--- src/rtl/sd_cmd_tx_ctrl.sv ---
// SD command-line transmit controller.
// Serialises a 48-bit SD command frame (start bit, direction bit, 6-bit index,
// 32-bit argument, CRC7, end bit) through an external CRC7 unit. Frame bits are
// fed into the CRC unit and the line is driven from its registered serial
// output, so the line lags the frame bit fed to the CRC unit by one cycle.
module sd_cmd_tx_ctrl #(
    parameter int GAP_CYCLES = 8
) (
    input  logic        clk,
    input  logic        rst,
    input  logic        start,
    input  logic [5:0]  cmd_index,
    input  logic [31:0] cmd_arg,
    input  logic        abort,
    output logic        busy,
    output logic        done,
    output logic        crc_rst,
    output logic        crc_en,
    output logic        crc_in,
    output logic        crc_shift,
    input  logic        crc_serial_in,
    output logic        cmd_out,
    output logic        cmd_oe
);

    typedef enum logic [2:0] {
        S_IDLE,
        S_DATA,
        S_CRC,
        S_TAIL,
        S_STOP,
        S_GAP
    } state_t;

    localparam logic [5:0] GAP_LAST = (GAP_CYCLES > 0) ? 6'(GAP_CYCLES - 1) : 6'd0;

    state_t      r_state;
    logic [5:0]  r_cnt;
    logic [5:0]  r_index;
    logic [31:0] r_arg;
    logic        r_busy;
    logic        r_done;
    logic        r_crc_rst;
    logic        r_crc_en;
    logic        r_crc_in;
    logic        r_crc_shift;
    logic        r_oe;
    logic        r_sel_crc;

    // Frame bit i lives at w_frame[39-i]; w_next_sel picks bit (r_cnt+1).
    logic [39:0] w_frame;
    logic [5:0]  w_next_sel;

    assign w_frame    = {2'b01, r_index, r_arg};
    assign w_next_sel = 6'd38 - r_cnt;

    assign busy      = r_busy;
    assign done      = r_done;
    assign crc_rst   = r_crc_rst;
    assign crc_en    = r_crc_en;
    assign crc_in    = r_crc_in;
    assign crc_shift = r_crc_shift;
    assign cmd_oe    = r_oe;
    // The line follows the CRC unit's registered output; otherwise it idles high.
    assign cmd_out   = r_sel_crc ? crc_serial_in : 1'b1;

    // Frame sequencer; every output is registered for the state being entered.
    always_ff @(posedge clk or posedge rst) begin
        if (rst) begin
            r_state     <= S_IDLE;
            r_cnt       <= 6'd0;
            r_index     <= 6'd0;
            r_arg       <= 32'd0;
            r_busy      <= 1'b0;
            r_done      <= 1'b0;
            r_crc_rst   <= 1'b1;
            r_crc_en    <= 1'b0;
            r_crc_in    <= 1'b0;
            r_crc_shift <= 1'b0;
            r_oe        <= 1'b0;
            r_sel_crc   <= 1'b0;
        end else begin
            r_done <= 1'b0;
            if (r_state == S_IDLE) begin
                if (start) begin
                    r_state   <= S_DATA;
                    r_cnt     <= 6'd0;
                    r_index   <= cmd_index;
                    r_arg     <= cmd_arg;
                    r_busy    <= 1'b1;
                    r_crc_rst <= 1'b0;
                    r_crc_en  <= 1'b1;
                    r_crc_in  <= 1'b0;
                end
            end else if (abort) begin
                r_state     <= S_IDLE;
                r_cnt       <= 6'd0;
                r_busy      <= 1'b0;
                r_crc_rst   <= 1'b1;
                r_crc_en    <= 1'b0;
                r_crc_in    <= 1'b0;
                r_crc_shift <= 1'b0;
                r_oe        <= 1'b0;
                r_sel_crc   <= 1'b0;
            end else begin
                case (r_state)
                    S_DATA: begin
                        // From DATA cycle 1 on, the line carries the previous frame bit.
                        r_oe      <= 1'b1;
                        r_sel_crc <= 1'b1;
                        if (r_cnt == 6'd39) begin
                            r_state     <= S_CRC;
                            r_cnt       <= 6'd0;
                            r_crc_en    <= 1'b0;
                            r_crc_in    <= 1'b0;
                            r_crc_shift <= 1'b1;
                        end else begin
                            r_cnt    <= r_cnt + 6'd1;
                            r_crc_in <= w_frame[w_next_sel];
                        end
                    end
                    S_CRC: begin
                        if (r_cnt == 6'd6) begin
                            r_state     <= S_TAIL;
                            r_cnt       <= 6'd0;
                            r_crc_shift <= 1'b0;
                        end else begin
                            r_cnt <= r_cnt + 6'd1;
                        end
                    end
                    S_TAIL: begin
                        // End bit is a constant high, not a CRC unit output.
                        r_state   <= S_STOP;
                        r_sel_crc <= 1'b0;
                    end
                    S_STOP: begin
                        r_done    <= 1'b1;
                        r_oe      <= 1'b0;
                        r_crc_rst <= 1'b1;
                        r_cnt     <= 6'd0;
                        if (GAP_CYCLES == 0) begin
                            r_state <= S_IDLE;
                            r_busy  <= 1'b0;
                        end else begin
                            r_state <= S_GAP;
                        end
                    end
                    S_GAP: begin
                        if (r_cnt == GAP_LAST) begin
                            r_state <= S_IDLE;
                            r_cnt   <= 6'd0;
                            r_busy  <= 1'b0;
                        end else begin
                            r_cnt <= r_cnt + 6'd1;
                        end
                    end
                    default: begin
                        r_state <= S_IDLE;
                    end
                endcase
            end
        end
    end

endmodule

--- config.mk ---
export PLATFORM = sky130hd
export DESIGN_NAME = sd_cmd_tx_ctrl
export DESIGN_NICKNAME = d
export VERILOG_FILES = /design/src/rtl/sd_cmd_tx_ctrl.sv
export SDC_FILE = /design/constraint.sdc
export NUM_CORES = 1
export LEC_CHECK = 0
export ABC_AREA = 1
export ABC_CLOCK_PERIOD_IN_PS = 5400
export BUFFER_PORTS_ARGS = -buffer_cell sky130_fd_sc_hd__buf_2
export CORE_UTILIZATION = 60
export CTS_BUF_LIST = sky130_fd_sc_hd__clkbuf_16
export DETAILED_ROUTE_END_ITERATION = 10
export PLACE_DENSITY = 0.93
export SYNTH_ARGS = -nofsm -noshare
export SYNTH_HDL_FRONTEND = slang
export SYNTH_SLANG_ARGS = --single-unit
--- constraint.sdc ---
create_clock -name clk -period 5.4 [get_ports clk]
set_input_delay 1.08 -clock clk [delete_from_list [all_inputs] [get_ports clk]]
set_output_delay 1.08 -clock clk [all_outputs]
set_load 0.03 [all_outputs]
==> results.txt, run 1 <==
Status -> finished, final reports clean
Post-Route WL -> 5865 um
Gr ovfl total -> 0
Rows -> 24
Hpwl dp -> 4161 um
Quantity of hold-fixing buffers added after cts -> 0
Slowest stage delay, CP -> 0.81 ns
Area leader, netlist -> dfrtp_1
# nets final -> 453
Initial DRC count -> 196
Routed vias/inst -> 5.399
Setup Buffers After CTS -> 0
Netlist cell types -> 34
Share of the synthesized area in the top cell type -> 48.19%
Vias in the first global route -> 2429
Seq/Total Area, Yosys -> 49.13%
Post-layout util -> 72.31%
RSZ-0062 raised after global routing -> no
EDFF count, synth -> 0
CP required -> 5.62 ns
Wire length of the first global-routing pass -> 10310 um
Leak pwr -> 1.724 nW
Die area -> 4951 um2
Period minus WS final -> 3.031 ns
Most common cell in the netlist -> nand2_1
Slew Viols, Final -> 0
Number of buffers created by CTS -> 5
Syn Inst Count -> 363
Kind of critical path -> reg -> reg
Top FF cell, synth -> dfrtp_1
Final Hold Vio Count -> 0
CTS tree -> done
Via Count -> 2489
Max cap viols -> 0
Final Setup Violations -> 0
WP data arrival -> 3.25 ns
Total clock sinks -> 55
H-tree levels -> 2
Overall Power -> 1.749 mW
Critical-path cell list -> inv_1 > ha_1 > clkinv_1 > nand3_1 > nand2_1 > nand2_1 > nand4_1 > a21oi_1 > nand2_1 > nand2_1
Peak VDD IR -> 0.2389 mV
First-pass DRT Iterations -> 5
Synth area leaders -> dfrtp_1 48%, nand2_1 23%, nand3_1 7.0%, inv_1 2.4%, buf_2 1.8%
Worst skew pair latency -> 0.29 ns
DR WL/cell -> 12.72 um
# DRC -> 0
Ys async rst share -> 100.0%
Mapped Area -> 2804 um2
Core area -> 4414 um2
Placer Congestion -> 0.9249
I/O Pins -> 51
Clk_skew -> 0.007464 ns
Initial antenna violation count -> 0
Worst hold path type -> reg -> reg
Global Route Usage Sum -> 26.18%
Non-filler cells, final -> 461
Synthesis-stage register bit count -> 55
Share of layout cells above drive strength 1 -> 21.03%
CP delay by family, top -> buffers and inverters
CTS root buffer -> clkbuf_16
Clock buffer depth -> 2
Syn_nets -> 408
Worst path bufs/invs -> 2
Mapped Avg Cell Area -> 7.724 um2
CP max-delay cell -> dfrtp_1
Initial Util -> 63.52%
DP Cell Count -> 453
Die Y-Extent -> 70.36 um
CTS clk-pin slew, worst paths -> 0.07 ns
Final Cycle Share -> 56.13%
Startpoint Class -> flop
Slew @ Worst Pin -> 1.128 ns
Slew Limit Headroom -> 24.73%
Setup TNS -> 0 ns
Post-CTS sizing -> 0
DRT antenna net count -> 0
N_diodes -> 0
Most common library cells after synthesis -> 171 x nand2_1, 54 x dfrtp_1, 39 x nand3_1, 18 x inv_1, 10 x buf_2
Fmax -> 329.9 MHz
Port Buffers -> 50
Chip Width -> 70.36 um
CP most frequent cell -> nand2_1
Area grow syn2layout -> 13.83%
Critical Path Fanout Max -> 25
Critical Path End Type -> flop
Synth Warn # -> 0
Largest net degree at the start of global routing -> 56
Cell Pwr Density -> 548.0 nW/um2
## routing by layer
layer	wire length, um	vias to the layer above	share of wire (%)	global-route usage, %
li1	-	1237	-	-
met1	2610	1177	45	32.08
met2	2931	64	50	45.29
met3	237	11	4.0	5.339
met4	85	0	1.4	9.778
met5	0	-	0	0
## worst reg2reg max path, stage by stage (launching register included)
cell and delay, ns:
dfrtp_1 0.81, inv_1 0.49, ha_1 0.66, clkinv_1 0.34, nand3_1 0.17, nand2_1 0.07
nand2_1 0.07, nand4_1 0.07, a21oi_1 0.14, nand2_1 0.07, nand2_1 0.07
## state kept, by name, indices dropped and copies added (netlist names)
name	count
r_cnt	6
crc_en	1
crc_rst	1
r_index	6
crc_in	1
r_sel_crc	1
r_state	3
busy	1
cmd_oe	1
crc_shift	1
r_arg	32
done	1
## cell usage in the layout, fill, tap and decap left out
master     instances
o22ai_2            3
nor2_1             9
xor2_1             4
nand3_2            2
nor3_4             1
nand2_4            2
nand4_1            5
clkinv_2           1
clkbuf_16          5
or2_2              1
nor2_2             3
inv_1             18
o22ai_1            2
o211ai_1           1
nand2_1          171
inv_2              7
o21ai_2            1
buf_2             50
nand3b_1           1
ha_1               2
a21oi_1            2
o21ai_0            5
inv_4              1
buf_4              1
o21a_1             1
nand3_1           39
dfstp_2            1
nor2_4             2
nor3_1             2
o31ai_1            1
nand2_2            5
dfrtp_1           54
clkinv_1           2
o21ai_1            4
## power by group
part / total, mW / switching, mW / leakage, nW / internal (mW)
logic: 0.726 / 0.479 / 0.960 / 0.248
registers: 0.718 / 0.127 / 0.691 / 0.591
clock network: 0.305 / 0.137 / 0.0724 / 0.168
total: 1.75 / 0.742 / 1.72 / 1.01
## logic make-up (layout without fill, tap and decap cells)
family                   after synthesis  in the layout  synth area share, %
AO/OA/AOI/OAI                         20             20                4.864
adder cells (fa/ha/maj)                2              2               0.8923
buffers and inverters                 39             85                6.158
XOR/XNOR                               4              4                1.249
flip-flops                            55             55                49.13
AND/OR/NAND/NOR                      243            243                37.71
## metrics by stage
stage	instance area, um2	setup slack [ns]	hold WS [ns]
2_1_floorplan	2804	2.979	0.4367
3_3_place_gp	3054	2.623	0.4563
3_5_place_dp	3054	2.492	0.4625
4_1_cts	3192	2.428	0.4766
5_1_grt	3192	2.043	0.5038
6_report	3192	2.369	0.4775
## path summary, 6_finish.rpt
path,end,start,cells after the start,slack [ns]
min reg2reg,crc_rst,crc_rst,2,0.48
max in group asynchronous,r_cnt[5],rst,2,3.64
min in group asynchronous,busy,rst,2,1.07
min,crc_rst,crc_rst,2,0.48
max,crc_in,r_cnt[0],10,2.37
max reg2reg,crc_in,r_cnt[0],10,2.37
## area by class of cell
cell class,instances,area [um2]
repair buffers,51,257.7
clock buffers,5,125.1
well taps,52,65.06
clock inverters,3,12.51
inverters,26,100.1
flip-flops and latches,55,1378
multi-input cells,269,1254
fillers,335,1222
Power figures use the tool's default switching activity.
==> run 2, diff against run 1 <==
Settings changed: ABC_AREA 1 to 0, ABC_CLOCK_PERIOD_IN_PS 5400 to 2500, CORE_UTILIZATION 60 to 50, PLACE_DENSITY 0.93 to 0.84.
Clock period 5.4 ns to 2.5 ns, I/O delays scaled along.
==> results.txt, run 2 <==
Synth Warn # -> 0
Ys async rst share -> 100.0%
Chip Width -> 76.64 um
Clk_skew -> 0.002345 ns
Reg2Reg Setup Slack -> 0.33 ns
Final Hold Vio Count -> 0
Critical Path Fanout Max -> 6
Gr ovfl total -> 0
EDFF count, synth -> 0
Largest net degree at the start of global routing -> 42
Core area -> 5238 um2
Period minus WS final -> 2.166 ns
H-tree levels -> 2
Syn Inst Count -> 226
Post-CTS sizing -> 0
Syn_nets -> 271
Largest regs -> r_arg x32, r_cnt x6, r_index x6
Setup TNS -> 0 ns
# nets final -> 321
Worst skew pair latency -> 0.29 ns
Area grow syn2layout -> 18.42%
First-pass DRT Iterations -> 5
Number of buffers created by CTS -> 5
CTS root buffer -> clkbuf_16
Synth area leaders -> dfrtp_1 49%, mux2_2 15%, mux4_1 5.7%, mux4_2 3.2%, a21oi_1 2.2%
Peak VDD IR -> 0.5724 mV
Post-Route WL -> 5527 um
DRT antenna net count -> 0
Top FF cell, synth -> dfrtp_1
Die area -> 5873 um2
Seq/Total Area, Yosys -> 49.46%
Wire length of the first global-routing pass -> 9363 um
Global Route Usage Sum -> 20.65%
Hpwl dp -> 3879 um
Total clock sinks -> 55
Slew Limit Headroom -> 57.60%
I/O Pins -> 51
Fmax -> 461.7 MHz
Quantity of hold-fixing buffers added after cts -> 0
Synthesis-stage register bit count -> 55
Netlist cell types -> 49
RSZ-0062 raised after global routing -> no
Max cap viols -> 0
Crit path launch -> r_cnt[1]
N_diodes -> 0
Routed vias/inst -> 5.813
Most flop-heavy register -> r_arg
Initial DRC count -> 126
Slew Viols, Final -> 0
Final Setup Violations -> 0
Flip-flop count of the largest register, all copies and words added -> 32
Leak pwr -> 1.451 nW
Slew @ Worst Pin -> 0.6351 ns
Reg2Reg Depth -> 6
Commonest non-fill, non-tap cell in the layout -> dfrtp_1
Rows -> 26
CTS tree -> done
Reg2reg start -> r_cnt[1]
Startpoint Class -> flop
Critical R2R Capture -> crc_in
Mapped Area -> 2785 um2
Share of layout cells above drive strength 1 -> 41.52%
Kind of critical path -> reg -> reg
CP required -> 2.68 ns
Worst hold path type -> in -> async
Initial Util -> 53.18%
Port Buffers -> 50
Via Count -> 2017
WP data arrival -> 2.35 ns
Status -> finished, final reports clean
CTS clk-pin slew, worst paths -> 0.07 ns
Final Cycle Share -> 86.63%
DR WL/cell -> 15.93 um
Most common cell in the netlist -> dfrtp_1
Critical Path End Type -> flop
Cell Pwr Density -> 1046 nW/um2
Placer Congestion -> 0.8563
Most common library cells after synthesis -> 54 x dfrtp_1, 38 x mux2_2, 12 x a21oi_1, 12 x nand2_1, 11 x o21ai_0
Initial antenna violation count -> 0
Setup Buffers After CTS -> 0
Mapped Avg Cell Area -> 12.32 um2
Crit path to -> crc_in
Share of the synthesized area in the top cell type -> 48.52%
Min Hold Slack -> 0.2850 ns
Clock buffer depth -> 2
Area leader, netlist -> dfrtp_1
Most frequent cells in the layout -> 54 x dfrtp_1, 50 x buf_2, 38 x mux2_2
Vias in the first global route -> 1943
# DRC -> 0
Die Y-Extent -> 76.64 um
run 2: layout make-up:
type,instances,area (um2)
inverters,8,30.03
repair buffers,58,322.8
clock inverters,3,42.54
fillers,406,1939
multi-input cells,148,1313
clock buffers,5,125.1
flip-flops and latches,55,1378
well taps,70,87.58
run 2: worst min path at each step:
stage / slack (ns) / endpoint
final: 0.29 / crc_shift
after detailed placement: 0.46 / crc_rst
after CTS: 0.31 / r_arg[7]
after global placement: 0.45 / crc_rst
after global routing: 0.34 / crc_shift
after floorplan: 0.47 / r_arg[21]
run 2: power breakdown:
part | internal [mW] | switching [mW]
Clock | 0.473 | 0.310
Combinational | 0.702 | 0.579
Sequential | 1.19 | 0.192
Total | 2.37 | 1.08
run 2: logic make-up (layout without fill, tap and decap cells):
group / Yosys count / in the layout / share of synthesized area (%)
flops: 55 / 55 / 49.46
buf+inv: 23 / 74 / 3.684
fa+ha+maj: 2 / 2 / 0.8983
compound gates: 46 / 46 / 10.74
xor+xnor: 5 / 5 / 1.573
simple gates: 44 / 44 / 8.312
mux: 51 / 51 / 25.34
run 2: layer usage:
layer	vias up	GRT usage [%]	part of all wire [%]	wire, um
li1	939	-	-	-
met1	1011	26.83	44	2453
met2	59	34.05	49	2734
met3	8	4.072	4.3	238
met4	0	8.077	1.8	101
met5	-	0	0	0
run 2: critical path, cell delays in order (launching register included):
cell,delay (ns)
dfrtp_1,0.43
ha_1,0.20
a21oi_1,0.08
xnor2_1,0.42
mux4_2,0.55
or2_0,0.21
a31o_1,0.17
run 2: stage by stage:
stage | worst slack, ns | util, % | cell area [um2] | std cells | power [mW]
6_report | 0.3343 | 62.97 | 3298 | 347 | 3.451
5_1_grt | 0.1794 | 62.97 | 3298 | 347 | 3.668
4_1_cts | 0.3315 | 62.97 | 3298 | 347 | 3.480
3_5_place_dp | 0.3610 | 59.77 | 3131 | 339 | 2.685
3_3_place_gp | 0.4101 | 59.77 | 3131 | 339 | 2.637
2_1_floorplan | 0.03838 | - | 2788 | 226 | 2.349
==> run 3, diff against run 2 <==
Settings changed: CORE_UTILIZATION 50 to 52, CTS_BUF_LIST sky130_fd_sc_hd__clkbuf_16 to sky130_fd_sc_hd__clkbuf_4, CTS_CLUSTER_SIZE set to 20, PLACE_DENSITY 0.84 to 0.75.
==> results.txt, run 3 (synthesis gave the netlist of run 2 again) <==
Fmax -> 442.6 MHz
Final Hold Vio Count -> 0
CTS root buffer -> clkbuf_4
Critical-path cell list -> ha_1 > a21oi_1 > xnor2_1 > mux4_2 > or2_0 > a31o_1
H-tree levels -> 2
Most frequent cells in the layout -> 54 x dfrtp_1, 50 x buf_2, 38 x mux2_2
Gr ovfl total -> 0
Wire length of the first global-routing pass -> 8763 um
Status -> finished, final reports clean
Routed vias/inst -> 5.596
CTS tree -> done
M1 GR Usage -> 27.90%
I/O Pins -> 51
Area grow syn2layout -> 15.81%
Setup TNS -> 0 ns
Initial antenna violation count -> 0
Clock buffer depth -> 2
Slew @ Worst Pin -> 0.5560 ns
Hpwl dp -> 3969 um
Post-CTS sizing -> 0
Final Instance Area -> 3226 um2
Clk_skew -> 0.006802 ns
Leak pwr -> 1.424 nW
Worst path bufs/invs -> 0
M3 GR Usage -> 4.418%
Overall Power -> 3.130 mW
First-pass DRT Iterations -> 4
# nets final -> 323
Startpoint Class -> flop
Core area -> 5140 um2
CP delay by family, top -> multiplexers
Post-Route WL -> 5295 um
DR WL/cell -> 15.17 um
Initial DRC count -> 75
Slowest stage delay, CP -> 0.56 ns
DP Cell Count -> 341
Chip Width -> 75.19 um
Filler cell count in the final layout -> 428
Final Cycle Share -> 90.37%
Placer Congestion -> 0.8321
Initial Util -> 54.19%
Most flop-heavy register -> r_arg
Gr busiest metal -> met2
Critical Path Fanout Max -> 6
Number of buffers created by CTS -> 5
Largest net degree at the start of global routing -> 31
Flip-flop count of the largest register, all copies and words added -> 32
Quantity of hold-fixing buffers added after cts -> 0
Share of layout cells above drive strength 1 -> 41.94%
Met2 Use GR -> 35.44%
Critical Path End Type -> flop
Non-filler cells, final -> 349
Via Count -> 1953
Kind of critical path -> reg -> reg
Die area -> 5653 um2
CP max-delay cell -> mux4_2
Setup Buffers After CTS -> 0
Cell Pwr Density -> 970.5 nW/um2
Slew Limit Headroom -> 62.67%
Peak VDD IR -> 0.5739 mV
Largest regs -> r_arg x32, r_cnt x6, r_index x6
RSZ-0062 raised after global routing -> no
Period minus WS final -> 2.259 ns
Placed Instance Area -> 3146 um2
Multi-input gate area -> 1313 um2
Max cap viols -> 0
Die Y-Extent -> 75.19 um
CP required -> 2.78 ns
Total clock sinks -> 55
DRT antenna net count -> 0
Worst skew pair latency -> 0.37 ns
CTS clk-pin slew, worst paths -> 0.15 ns
Final Setup Violations -> 0
Port Buffers -> 50
Vias in the first global route -> 1826
Worst hold path type -> in -> async
Slew Viols, Final -> 0
N_diodes -> 0
Rows -> 26
WP data arrival -> 2.54 ns
FF+latch area -> 1378 um2
Post-layout util -> 62.76%
Commonest non-fill, non-tap cell in the layout -> dfrtp_1
# DRC -> 0
Global Route Usage Sum -> 21.00%
==> run 3: final timing paths <==
check	start	to	slack, ns	cells after the start
min	rst	r_state[1]	0.04	2
max in group asynchronous	rst	r_arg[1]	1.90	3
max	r_cnt[1]	crc_in	0.24	6
min reg2reg	crc_rst	crc_rst	0.47	2
max reg2reg	r_cnt[1]	crc_in	0.24	6
min in group clk	cmd_arg[31]	r_arg[31]	0.34	2
==> run 3: layer usage <==
layer	share of wire, %	wire length [um]
met1	45	2375
met2	50	2651
met3	4.0	212
met4	1.1	56
met5	0	0
==> run 3: area by class of cell <==
| class | instances | share of cell area [%] |
|---|---|---|
| tap | 70 | 2.715 |
| timing repair buffer | 60 | 10.47 |
| multi-input combinational | 148 | 40.69 |
| clock inverter | 3 | 1.319 |
| clock buffer | 5 | 1.164 |
| sequential | 55 | 42.71 |
| inverter | 8 | 0.9310 |
==> run 3: worst register-to-register path, delay by kind of cell, from the launching register on <==
kind	cells	cell delay (ns)
adders and majority gates	1	0.21
xor gates and xnor gates	1	0.46
AOI/OAI and AO/OA	2	0.26
DFF	1	0.46
and+or+nand+nor	1	0.21
muxes	1	0.56
==> run 3: where the power goes <==
| part | internal, mW | leakage (nW) | switching (mW) | total (mW) |
|---|---|---|---|---|
| Clock | 0.212 | 0.0432 | 0.275 | 0.487 |
| Combinational | 0.692 | 0.720 | 0.569 | 1.26 |
| Sequential | 1.19 | 0.661 | 0.192 | 1.38 |
==> run 3: metrics by stage <==
step | setup slack, ns | hold WS [ns]
after global routing | 0.1463 | 0.04163
final | 0.2409 | 0.04229
after CTS | 0.2609 | 0.05104
after detailed placement | 0.2942 | 0.4573
after floorplan | 0.03838 | 0.4719
after global placement | 0.3915 | 0.4482
